===== config.mk =====
export PLATFORM = sky130hd
export DESIGN_NAME = score_rotator
export DESIGN_NICKNAME = d
export VERILOG_FILES = /design/src/rtl/scoreboard_pkg.sv /design/src/rtl/phase_timer.sv /design/src/rtl/score_rotator.sv
export SDC_FILE = /design/constraint.sdc
export NUM_CORES = 1
export LEC_CHECK = 0
export CORE_ASPECT_RATIO = 1.5
export CORE_MARGIN = 8
export CORE_UTILIZATION = 40
export CTS_CLUSTER_SIZE = 20
export DETAILED_ROUTE_END_ITERATION = 12
export MAX_ROUTING_LAYER = met4
export PLACE_DENSITY = 0.66
export SYNTH_ARGS = -nofsm -noshare
export SYNTH_HDL_FRONTEND = slang
export SYNTH_SLANG_ARGS = --single-unit

===== constraint.sdc =====
create_clock -name clk_1khz -period 3.1 [get_ports clk_1khz]
set_clock_uncertainty 0.1 [all_clocks]
set_input_delay 0.775 -clock clk_1khz [delete_from_list [all_inputs] [get_ports clk_1khz]]
set_output_delay 0.775 -clock clk_1khz [all_outputs]
set_load 0.1 [all_outputs]

===== src/rtl/scoreboard_pkg.sv =====
// Shared scoreboard display constants, sequencer state encoding and BCD helper.
// Used by score_rotator and the display controller.
package scoreboard_pkg;

    localparam logic [3:0] DIGIT_OFF = 4'd10;
    localparam logic [3:0] DIGIT_P   = 4'd11;

    typedef enum logic {
        StBlink = 1'b0,
        StShow  = 1'b1
    } state_e;

    function automatic logic bcd_valid(input logic [3:0] digit);
        return digit <= 4'd9;
    endfunction

endpackage


===== src/rtl/phase_timer.sv =====
// Free-running phase counter: counts 0..last while enabled, pulses tc on the last count.
// A synchronous clear wins over the enable.
module phase_timer #(
    parameter int unsigned WIDTH = 4
) (
    input  logic             clk_1khz,
    input  logic             rst_ni,
    input  logic             en,
    input  logic             clr,
    input  logic [WIDTH-1:0] last,
    output logic             tc
);

    logic [WIDTH-1:0] count_q;

    assign tc = en && (count_q == last);

    always_ff @(posedge clk_1khz or negedge rst_ni) begin
        if (!rst_ni) begin
            count_q <= '0;
        end else if (clr) begin
            count_q <= '0;
        end else if (en) begin
            count_q <= tc ? '0 : count_q + WIDTH'(1);
        end
    end

endmodule


===== src/rtl/score_rotator.sv =====
// Scoreboard display sequencer: blinks "P<n>" then shows each player's two BCD digits,
// with hold, jump-to-player, leading-zero blanking and invalid-digit suppression.
module score_rotator
    import scoreboard_pkg::*;
#(
    parameter int unsigned NUM_PLAYERS     = 2,
    parameter int unsigned BLINK_TIME      = 500,
    parameter int unsigned DISPLAY_TIME    = 2000,
    parameter int unsigned BLINK_INTERVALS = 6,
    parameter bit          LZ_BLANK        = 1'b1
) (
    input  logic                     clk_1khz,
    input  logic                     rst_ni,
    input  logic [4*NUM_PLAYERS-1:0] tens_i,
    input  logic [4*NUM_PLAYERS-1:0] ones_i,
    input  logic                     hold_i,
    input  logic                     jump_i,
    input  logic [3:0]               jump_sel_i,
    output logic [3:0]               tens_o,
    output logic [3:0]               ones_o,
    output logic [3:0]               player_o,
    output logic                     show_o
);

    localparam int unsigned TMAX    = (BLINK_TIME > DISPLAY_TIME) ? BLINK_TIME : DISPLAY_TIME;
    localparam int unsigned TIMER_W = (TMAX > 1) ? $clog2(TMAX) : 1;
    localparam int unsigned IW      = $clog2(BLINK_INTERVALS);

    localparam logic [3:0]         LAST_PLAYER   = 4'(NUM_PLAYERS - 1);
    localparam logic [IW-1:0]      LAST_INTERVAL = IW'(BLINK_INTERVALS - 1);
    localparam logic [TIMER_W-1:0] BLINK_LAST    = TIMER_W'(BLINK_TIME - 1);
    localparam logic [TIMER_W-1:0] SHOW_LAST     = TIMER_W'(DISPLAY_TIME - 1);

    state_e       state_q;
    logic [3:0]   player_q;
    logic [IW-1:0] interval_q;

    logic         jump_ok;
    logic         tc;
    logic [TIMER_W-1:0] timer_last;
    logic [3:0]   tens_sel, ones_sel, tens_d, ones_d;

    // Out-of-range jump targets are dropped completely.
    assign jump_ok    = jump_i && (jump_sel_i <= LAST_PLAYER);
    assign timer_last = (state_q == StShow) ? SHOW_LAST : BLINK_LAST;

    phase_timer #(
        .WIDTH (TIMER_W)
    ) u_phase_timer (
        .clk_1khz (clk_1khz),
        .rst_ni   (rst_ni),
        .en       (!hold_i),
        .clr      (jump_ok),
        .last     (timer_last),
        .tc       (tc)
    );

    always_ff @(posedge clk_1khz or negedge rst_ni) begin
        if (!rst_ni) begin
            state_q    <= StBlink;
            player_q   <= '0;
            interval_q <= '0;
        end else if (jump_ok) begin
            state_q    <= StBlink;
            player_q   <= jump_sel_i;
            interval_q <= '0;
        end else if (tc) begin
            if (state_q == StBlink) begin
                if (interval_q == LAST_INTERVAL) begin
                    interval_q <= '0;
                    state_q    <= StShow;
                end else begin
                    interval_q <= interval_q + IW'(1);
                end
            end else begin
                state_q  <= StBlink;
                player_q <= (player_q == LAST_PLAYER) ? 4'd0 : player_q + 4'd1;
            end
        end
    end

    // Score digits are tracked live, so changes show even while held.
    always_comb begin
        tens_sel = '0;
        ones_sel = '0;
        for (int unsigned k = 0; k < NUM_PLAYERS; k++) begin
            if (player_q == 4'(k)) begin
                tens_sel = tens_i[4*k +: 4];
                ones_sel = ones_i[4*k +: 4];
            end
        end
        tens_d = DIGIT_OFF;
        ones_d = DIGIT_OFF;
        if (state_q == StBlink) begin
            if (!interval_q[0]) begin
                tens_d = DIGIT_P;
                ones_d = player_q + 4'd1;
            end
        end else begin
            if (bcd_valid(tens_sel) && !(LZ_BLANK && (tens_sel == 4'd0))) begin
                tens_d = tens_sel;
            end
            if (bcd_valid(ones_sel)) begin
                ones_d = ones_sel;
            end
        end
    end

    always_ff @(posedge clk_1khz or negedge rst_ni) begin
        if (!rst_ni) begin
            tens_o   <= DIGIT_OFF;
            ones_o   <= DIGIT_OFF;
            player_o <= '0;
            show_o   <= 1'b0;
        end else begin
            tens_o   <= tens_d;
            ones_o   <= ones_d;
            player_o <= player_q;
            show_o   <= (state_q == StShow);
        end
    end

endmodule


# After elaboration in Yosys (flattened, before gate mapping)
# Cells that the tools add are included.
totals:
  ff_bits: 32
  inputBits: 24
  output_inout_bits: 13
  wordCells: 56
classes:
  n_addsub: 3
  order_cmp: 3
  n_eq_ne: 5
  mux: 26
  n_reduce_logical: 11
op_table:
  columns: ["operator", "n"]
  rows:
  - ["$mux W4", 13]
  - ["$mux W11", 4]
  - ["$mux W3", 4]
  - ["$add A11 B1 Y11 const B", 1]
  - ["$eq A11 B11 Y1", 1]
  - ["$le A4 B4 Y1 const B", 2]
  - ["$logic_not A4 Y1", 2]
  - ["$mux W1", 5]
  - ["$add A4 B1 Y4 const B", 1]
  - ["$eq A4 B1 Y1 const B", 1]
  - ["$le A4 B1 Y1 const B", 1]
  - ["$ne A2 B1 Y1 const B", 2]
  - ["$reduce_and A2 Y1", 2]
  - ["$reduce_bool A2 Y1", 2]
  - ["$add A3 B1 Y3 const B", 1]
  - ["$eq A3 B3 Y1 const B", 1]
  - ["$logic_and A1 B1 Y1", 3]
  - ["$logic_not A1 Y1", 2]

# Logic depth before layout (Yosys ltp)
depth:
  word_depth: 8
  depth_mapped: 8

# Hierarchy
# From an unflattened synthesis, not the netlist that was laid out.
hier_totals:
  cells_unflattened: 191
  hier_area_um2: 1908.1
modules_own_cells:
  columns: ["module", "n_inst", "cells_per_inst", "area_each_um2"]
  rows:
  - ["score_rotator", 1, 116, 1131.1]
  - ["phase_timer", 1, 75, 777.0]

# Worst setup path before layout
# Ideal clock, no wire load.
synth_timing:
  kind: "input to register"
  from: "in hold_i"
  to: "reg state_q"
  setup_ns: 0.078
  arrival_ns: 2.301
  required_ns: 2.922
  path_slack_ns: 0.621
  stages: 6
  path_buffers: 1
  cell_sequence: "clkbuf_1 -> nand2b_1 -> nor4_4 -> nor2_2 -> or4_1 -> a21oi_1"
synth_between:
  elab_chain_cells: 3
synth_lines:
  columns: ["element", "line", "text"]
  rows:
  - ["from (decl)", "score_rotator.sv:16", "input logic hold_i,"]
  - ["$logic_not A1 Y1", "score_rotator.sv:52", ".en (!hold_i),"]
  - ["$logic_and A1 B1 Y1", "phase_timer.sv:16", "assign tc = en && (count_q == last);"]
  - ["$reduce_bool A2 Y1 (no source line)", null, null]
  - ["to (signal assigned)", "score_rotator.sv:60", "state_q <= StBlink;"]
  - ["to (signal assigned)", "score_rotator.sv:64", "state_q <= StBlink;"]
  - ["to (signal assigned)", "score_rotator.sv:71", "state_q <= StShow;"]
  - ["to (decl)", "score_rotator.sv:34", "state_e state_q;"]
# Every way passes these cells.
# A chain may end at the register's enable or synchronous reset.

# Worst setup path in the final report
layout_timing:
  from: "in jump_sel_i[1]"
  to: "reg u_phase_timer.count_q[8]"
layout_between:
  elab_chain_cells: 3
  word_cells_on_any_way: 4
layout_lines:
  columns: ["element", "line", "text"]
  rows:
  - ["from (decl)", "score_rotator.sv:18", "input logic [3:0] jump_sel_i,"]
  - ["$le A4 B1 Y1 *", "score_rotator.sv:44", "assign jump_ok = jump_i && (jump_sel_i <= LAST_PLAYER);"]
  - ["$logic_and A1 B1 Y1 *", "score_rotator.sv:44", null]
  - ["$ne A2 B1 Y1 (no source line) or $mux W11 (tied branches)", null, null]
  - ["to (signal assigned)", "phase_timer.sv:24", "count_q <= tc ? '0 : count_q + WIDTH'(1);"]
  - ["to (decl)", "phase_timer.sv:14", "logic [WIDTH-1:0] count_q;"]
# Mark *: on every way between the ends. The rest lies on a longest branch, timed or not.

==> flow_summary.json <==
{
  "crit_slowest_cell": "or4b_1",
  "portBuffers": 36,
  "clk_pin_slew_ps": 70,
  "layout-drive-gt1-share_pct": 17.2,
  "synthFlopType": "dfrtp_1",
  "n_antenna_cell": 0,
  "finalCritPeriodShare_pct": 82.1,
  "clock_latency_ps": 280,
  "slew_headroom_pct": 64.9,
  "startpoint_type": "primary input",
  "grt_setup_unrepaired": "no",
  "hold_ws_ps": 366,
  "finalCriticalPeriod_ps": 2550,
  "max_freq_mhz": 393,
  "seq_area_frac_synth_pct": 47.9,
  "start_util_pct": 40.7,
  "die_x_um": 69.0,
  "dpl.hpwl_um": 3030,
  "yosys-top-cells-count": "28 x dfrtp_1, 20 x nand2_1, 17 x nor2_1, 10 x a21oi_1, 9 x nand3_1",
  "gr-usage-all-layers_pct": 13.6,
  "ant_nets": 0,
  "cts_buffers": 5,
  "async_flop_share_pct": 100,
  "worstSetupPathType": "in2reg",
  "cp-end-kind": "flip-flop",
  "drt_first_pass_iters": 4,
  "finalMaxSlewViolations": 0,
  "synth.largest_area_cell": "dfrtp_1",
  "critPathMaxStageDelay_ps": 600,
  "cap_viol_max_count": 0,
  "cts_setup_buffers": 0,
  "antenna_found_initial": 0,
  "synth_fp_nets": 200,
  "wl_per_cell_um": 15.0,
  "io_pins": 37,
  "row_count": 29,
  "syn_area_per_cell_um2": 9.78,
  "ys_ff_latch": 32,
  "syn_to_final_growth_pct": 31.7,
  "hold_viol": 0,
  "synth-warning-count": 0,
  "power_density_mw_per_mm2": 551,
  "hold_class": "reg2reg",
  "leakagePower_nw": 1.03,
  "fin_tns_setup_ps": 0,
  "synth_edf_count": 0,
  "yosysMostFrequentCell": "dfrtp_1",
  "grt_pass1_vias": 1526,
  "gp_congestion": 0.818,
  "synth.distinct_cells": 46,
  "crit_required_ps": 3170,
  "fin_nets": 242,
  "crit_arrival_ps": 2610,
  "coreArea_mm2": 0.00414,
  "vias": 1438,
  "cts_tree": "yes",
  "netlist_area_mm2": 0.00168,
  "dieArea_mm2": 0.00658,
  "setup-violations-final": 0,
  "drt_iter0_markers": 66,
  "wl_um": 3920,
  "clock-root-buffer": "clkbuf_8",
  "crit_chain": "clkdlybuf4s50_1 -> or4b_1 -> a211oi_1 -> nand3_1 -> xor2_1 -> nor2_1",
  "grt_overflow": 0,
  "grt_first_pass_wirelength_um": 6650,
  "cts_sinks": 32,
  "syn_inst": 172,
  "drc": 0,
  "die_y_um": 95.4,
  "htreeDepth": 2,
  "grt_start_max_net_pins": 33,
  "peakVddDrop_mv": 0.486,
  "crit_fanout": 4,
  "clock_path_buffers": 2,
  "cts.repair.resized": 0,
  "viasPerCell": 5.51,
  "outcome": "completed",
  "ctsHoldBuffers": 0,
  "synth_top_area_share_pct": 41.6,
  "synthTopCellsByArea": "dfrtp_1 42%, dfstp_2 6.2%, nand2_1 4.5%, xor2_1 4.2%, nor2_1 3.8%",
  "worstMarginPinSlew_ps": 524
}
-- worst paths after layout --
kind | startpoint | endpoint | slack, ps | cells after the start
setup / recovery | jump_sel_i[1] | u_phase_timer.count_q[8] | 550 | 6
hold / removal | player_q[3] | player_o[3] | 370 | 0
setup reg to reg | state_q | state_q | 730 | 5
hold reg to reg | player_q[3] | player_o[3] | 370 | 0
max in group asynchronous | rst_ni | tens_o[1] | 1800 | 2
min in group asynchronous | rst_ni | u_phase_timer.count_q[9] | 780 | 2
-- registers in the layout, indices dropped and copies added, names as in the netlist --
signal	count
ones_o	4
player_q	4
tens_o	4
state_q	1
u_phase_timer.count_q	11
interval_q	3
show_o	1
player_o	4
-- layer usage --
metal  up-vias  global-route usage (%)  share of wire [%]
met3        10                    3.18                3.0
met5         -                       -                  0
met1       704                    14.0                 41
met2        32                    22.9                 53
met4         0                    6.89                3.1
li1        692                       -                  -
-- cell usage in the layout (no fill, tap or decap), drive strengths merged, types with 3 or more instances in the layout --
master,Yosys,final
xnor2,3,3
nand3,9,9
nand3b,4,4
o21ai,5,5
a22o,3,3
inv,5,5
nor2,18,18
clkbuf,6,7
dfrtp,28,28
a21oi,10,10
nand2,20,20
xor2,8,8
buf,0,18
ha,4,4
dfstp,4,4
nand2b,4,4
nand4,4,4
clkdlybuf4s50,0,23
-- cells by family (layout without fill, tap and decap cells) --
logic type	after synthesis	count (layout)	share of synthesized area, %
flip-flops	32	32	47.9
XOR/XNOR	11	11	5.73
buffers and inverters	11	54	2.45
AND/OR/NAND/NOR	78	78	26.1
adder cells (fa/ha/maj)	4	4	2.97
AO/OA/AOI/OAI	34	34	13.6
multiplexers	2	2	1.26
-- power breakdown --
part / leakage (nW) / internal, mW / switching, mW / total [mW]
registers: 0.416 / 0.454 / 0.0442 / 0.498
logic: 0.545 / 0.118 / 0.168 / 0.287
clock network: 0.0645 / 0.283 / 0.152 / 0.436
total: 1.03 / 0.856 / 0.365 / 1.22
-- critical path: cells and delay by family --
family                    cells  cell delay [ps]
and+or+nand+nor               3              800
AOI/OAI and AO/OA             1              450
xor gates and xnor gates      1              150
buffers and inverters         1              430
-- area by class of cell --
cell class | instances | area [um2]
inverters | 5 | 18.8
clock inverters | 1 | 30.0
well taps | 46 | 57.6
fillers | 394 | 1920
multi-input cells | 129 | 842
repair buffers | 41 | 365
flip-flops and latches | 32 | 806
clock buffers | 7 | 96.3
-- stage by stage --
step	setup WS [ps]	util [%]	instances	area (um2)	power (mW)
finish	554	53.6	261	2220	1.22
global route	445	53.6	261	2220	1.28
CTS	549	53.6	261	2220	1.23
detailed placement	246	50.5	253	2090	0.792
global placement	304	50.5	253	2090	0.786
floorplan	621	-	172	1680	0.697
Power figures use the tool's default switching activity.
